### config.mk
export PLATFORM = sky130hd
export DESIGN_NAME = arbiter_responder
export DESIGN_NICKNAME = d
export VERILOG_FILES = /design/src/rtl/arbiter_pkg.sv /design/src/rtl/arbiter_responder.sv
export SDC_FILE = /design/constraint.sdc
export NUM_CORES = 1
export LEC_CHECK = 0
export CAP_MARGIN = 25
export CORE_MARGIN = 2
export CORE_UTILIZATION = 35
export DETAILED_ROUTE_END_ITERATION = 6
export GPL_TIMING_DRIVEN = 0
export MAX_ROUTING_LAYER = met4
export SLEW_MARGIN = 15
export SYNTH_ARGS = -nofsm -noshare
export SYNTH_HDL_FRONTEND = slang
export SYNTH_SLANG_ARGS = --single-unit
export TNS_END_PERCENT = 50
### constraint.sdc
create_clock -name clk -period 1.69 [get_ports clk]
set_input_delay 0.338 -clock clk [delete_from_list [all_inputs] [get_ports clk]]
set_output_delay 0.338 -clock clk [all_outputs]
set_load 0.05 [all_outputs]
### src/rtl/arbiter_pkg.sv
// Shared types and helpers for the arbiter cascade and its root-side responder.
package arbiter_pkg;

    typedef enum logic [1:0] {
        IDLE  = 2'd0,
        SERVE = 2'd1,
        ACK   = 2'd2
    } resp_state_t;

    // Callers zero-extend narrower vectors; extension does not change one-hotness.
    localparam int SEL_MAX_W = 32;

    function automatic logic is_onehot(input logic [SEL_MAX_W-1:0] v);
        return (v != '0) && ((v & (v - SEL_MAX_W'(1))) == '0);
    endfunction

endpackage

### src/rtl/arbiter_responder.sv
// Target-side endpoint for the arbiter tree root: captures the winner, services it
// for a fixed (stall-stretched) time, completes the four-phase handshake, counts grants.
module arbiter_responder
    import arbiter_pkg::*;
#(
    parameter int INPUT_SIZE     = 2,
    parameter int SERVICE_CYCLES = 2,
    parameter int CNT_W          = 8
) (
    input  logic                  clk,
    input  logic                  rst,
    input  logic                  req_in,
    output logic                  ack_out,
    input  logic [INPUT_SIZE-1:0] sel_in,
    input  logic                  stall,
    output logic                  served_valid,
    output logic [INPUT_SIZE-1:0] served_sel,
    output logic [CNT_W-1:0]      grant_cnt,
    output logic                  proto_err
);

    localparam int SVC_W = (SERVICE_CYCLES > 1) ? $clog2(SERVICE_CYCLES) : 1;

    resp_state_t            state_q, state_d;
    logic [SVC_W-1:0]       svc_q, svc_d;
    logic                   ack_q, ack_d;
    logic                   sv_q, sv_d;
    logic [INPUT_SIZE-1:0]  sel_q, sel_d;
    logic [CNT_W-1:0]       gcnt_q, gcnt_d;
    logic                   err_q, err_d;

    always_ff @(posedge clk) begin
        if (!rst) begin
            state_q <= IDLE;
            svc_q   <= '0;
            ack_q   <= 1'b0;
            sv_q    <= 1'b0;
            sel_q   <= '0;
            gcnt_q  <= '0;
            err_q   <= 1'b0;
        end else begin
            state_q <= state_d;
            svc_q   <= svc_d;
            ack_q   <= ack_d;
            sv_q    <= sv_d;
            sel_q   <= sel_d;
            gcnt_q  <= gcnt_d;
            err_q   <= err_d;
        end
    end

    always_comb begin
        state_d = state_q;
        svc_d   = svc_q;
        ack_d   = ack_q;
        sv_d    = 1'b0;
        sel_d   = sel_q;
        gcnt_d  = gcnt_q;
        err_d   = err_q;

        unique case (state_q)
            IDLE: begin
                ack_d = 1'b0;
                if (req_in) begin
                    state_d = SERVE;
                    sel_d   = sel_in;
                    svc_d   = SVC_W'(SERVICE_CYCLES - 1);
                    if (!is_onehot(SEL_MAX_W'(sel_in))) begin
                        err_d = 1'b1;
                    end
                end
            end
            SERVE: begin
                // A dropped request beats a countdown that expires on the same edge.
                if (!req_in) begin
                    state_d = IDLE;
                    err_d   = 1'b1;
                end else begin
                    if (sel_in != sel_q) begin
                        err_d = 1'b1;
                    end
                    if (!stall) begin
                        if (svc_q == '0) begin
                            state_d = ACK;
                            ack_d   = 1'b1;
                            sv_d    = 1'b1;
                            if (gcnt_q != '1) begin
                                gcnt_d = gcnt_q + CNT_W'(1);
                            end
                        end else begin
                            svc_d = svc_q - SVC_W'(1);
                        end
                    end
                end
            end
            ACK: begin
                if (!req_in) begin
                    state_d = IDLE;
                    ack_d   = 1'b0;
                end else if (sel_in != sel_q) begin
                    err_d = 1'b1;
                end
            end
            default: begin
                state_d = IDLE;
                ack_d   = 1'b0;
            end
        endcase
    end

    assign ack_out      = ack_q;
    assign served_valid = sv_q;
    assign served_sel   = sel_q;
    assign grant_cnt    = gcnt_q;
    assign proto_err    = err_q;

endmodule
==> flow_summary.yaml <==
routing:
  antenna_left: 0
  firstDrtPassIters: 4
  drt-vias-per-instance: 5.05
  drtIter0Drc: 11
  wl_per_cell_um: 11.6
  vias: 737
  remaining_drc_errors: 0
  wl_um: 1690
clocking:
  clk_latency_ps: 280
  ctsHoldBuffers: 0
  cts-htree-levels: 1
  cts_tree: "built"
  clockBufferDepth: 2
  cts_setup_buffers: 0
  clock-root-buffer: "clkbuf_4"
  numClockSinks: 16
  cts_buffers: 3
  cts.clk_slew.worst_paths_ps: 90
synthesis:
  ys_async_sr_fraction: 0
  synth_fa_ha_area_frac: 0.0578
  synth_top_family_by_area: "simple AND/OR/NAND/NOR gates"
  synthesis.nets: 105
  synth-xor-area-share: 0.0910
  synth_compound_area_frac: 0.205
  syn_inst: 95
  syn_area_um2: 866
  avgSynthCellArea_um2: 9.11
  ys_seq_area_frac: 0.370
  ys_seq_elements: 16
  synth-simple-area-share: 0.211
  ys_types: 34
  synth_flop_cell: "dfxtp_1"
  synth_edf_count: 0
  synth_mux_area_frac: 0.0116
  yosys_warnings: 0
worst_setup_path:
  crit_required_ps: 1350
  crit_family: "buffers and inverters"
  crit_chain: "dlygate4sd2_1"
  r2r_setup_slack_ps: 180
  path_buf_inv: 1
  critPathArrivalTime_ps: 1280
  crit_path_top_delay_cell: "dlygate4sd2_1"
  critical_path_class: "flop to output pin"
  critPathLaunchType: "flop"
  critPathMaxStageDelay_ps: 560
  critical_path.max_fanout: 6
  cp-end-kind: "output pin"
layout:
  fillers: 244
  n_antenna_cell: 0
  layout_common_cells: "dfxtp_1, dlygate4sd2_1, and2_1"
  stdcell_area_um2: 1120
  instances_no_fill: 146
  syn2layout_area_growth_pct: 29.8
  drive_gt1_frac: 0.138
  final_net_count: 127
global_route:
  track_usage: 0.149
  grt_use_met3: 0.0250
  grt_pass1_wl_um: 3050
  grt_most_used_layer: "met2"
  gr-usage-met2: 0.246
  grt_max_degree: 11
  first_global_vias: 742
  met1_usage: 0.182
  overflow: 0
  antenna_found_initial: 0
sta:
  hold_viol: 0
  rsz0062_at_grt: "false"
  final.period_utilization: 0.955
  slew_violations: 0
  setup_viol: 0
  fin_skew_ps: 8.62
  max_freq_mhz: 620
  worst_slew_pin_slew_ps: 507
  period_needed_ps: 1610
  relSlewSlack: 0.663
outcome:
  status: "complete, no violations"
pwr:
  peakVddDrop_v: 0.000432
  cellPowerDensity_nw_per_um2: 744
  total_power_mw: 0.836
  leakage_nw: 0.494
floorplan:
  rows: 18
  initial_core_util: 0.359
  top_level_ports: 19
  die_w_um: 53.7
  dieArea_um2: 2890
  core_region_area_um2: 2410
  dieHeight_um: 53.7
hold_path:
  hold_class: "flop to flop"
placed_design:
  placedCellCount: 143
  dpl_cell_area_um2: 1090
  place_congestion: 0.754
  dp_hpwl_um: 1260
  io_buffers: 18
flow_run:
  cap_violations: 0
cell families (layout without fill, tap and decap cells):
group / count (synthesis) / after routing
multiplexers: 1 / 1
AND/OR/NAND/NOR: 29 / 29
XOR/XNOR: 9 / 9
flip-flops: 16 / 16
AO/OA/AOI/OAI: 25 / 25
adder cells (fa/ha/maj): 4 / 4
buffers and inverters: 11 / 32
what timing repair did:
item,in CTS,in global routing
resized for setup,14,4
setup endpoints to repair,15,5
pin swaps,0,0
cell usage after synthesis (2+ instances only):
cell type | number | area share
clkbuf_1 | 2 | 0.0087
o211ai_1 | 3 | 0.026
ha_1 | 4 | 0.058
and2_1 | 11 | 0.079
nor3_1 | 2 | 0.012
dfxtp_1 | 16 | 0.37
o21ai_0 | 4 | 0.023
o21a_1 | 2 | 0.017
nand2_1 | 4 | 0.017
a21boi_0 | 2 | 0.017
nand3_1 | 3 | 0.017
o2111ai_1 | 2 | 0.020
o32ai_1 | 2 | 0.020
o31ai_1 | 2 | 0.017
xnor2_1 | 6 | 0.061
a21oi_1 | 3 | 0.017
inv_1 | 7 | 0.030
nor2b_1 | 2 | 0.014
xor2_1 | 3 | 0.030
cell type report:
cell class / instances / area [um^2] / area share
sequential: 16 / 324 / 0.288
multi-input combinational: 68 / 519 / 0.462
timing repair buffer: 18 / 164 / 0.146
buffer: 3 / 16.3 / 0.0145
clock buffer: 4 / 36.3 / 0.0323
inverter: 7 / 26.3 / 0.0234
tap: 30 / 37.5 / 0.0334
registers in the layout, indices dropped and copies added (netlist names):
signal        count
grant_cnt         8
state_q           2
svc_q             1
ack_out           1
served_valid      1
served_sel        2
proto_err         1
per-layer routing:
layer | share of wire | up-vias
met2 | 0.50 | 15
met5 | 0 | -
met4 | 0 | 0
li1 | - | 376
met3 | 0.040 | 0
met1 | 0.46 | 346
stage by stage:
step	hold slack, ps	setup TNS (ps)	setup slack [ps]	utilization
4_1_cts	506	0	53.5	0.460
3_3_place_gp	491	-301	-79.5	0.451
3_5_place_dp	493	-375	-93.3	0.451
6_report	501	0	76.1	0.466
2_1_floorplan	460	0	43.7	-
5_1_grt	549	0	10.1	0.466
power breakdown:
| group | internal (mW) | total (mW) | switching, mW |
|---|---|---|---|
| combinational | 0.0725 | 0.174 | 0.102 |
| clock | 0.131 | 0.252 | 0.121 |
| sequential | 0.395 | 0.410 | 0.0148 |
| total | 0.599 | 0.836 | 0.237 |
worst paths after layout:
path                                            startpoint                         end  depth (start not counted)
worst max register to register     state_q[1]$_SDFFE_PN0P_   grant_cnt[7]$_SDFFE_PN0P_                          7
worst min-delay path            served_sel[0]$_SDFFE_PN0P_  served_sel[0]$_SDFFE_PN0P_                          2
worst min register to register  served_sel[0]$_SDFFE_PN0P_  served_sel[0]$_SDFFE_PN0P_                          2
worst max-delay path             grant_cnt[4]$_SDFFE_PN0P_                grant_cnt[4]                          1
Note: power is estimated with default switching activity, not from simulation.
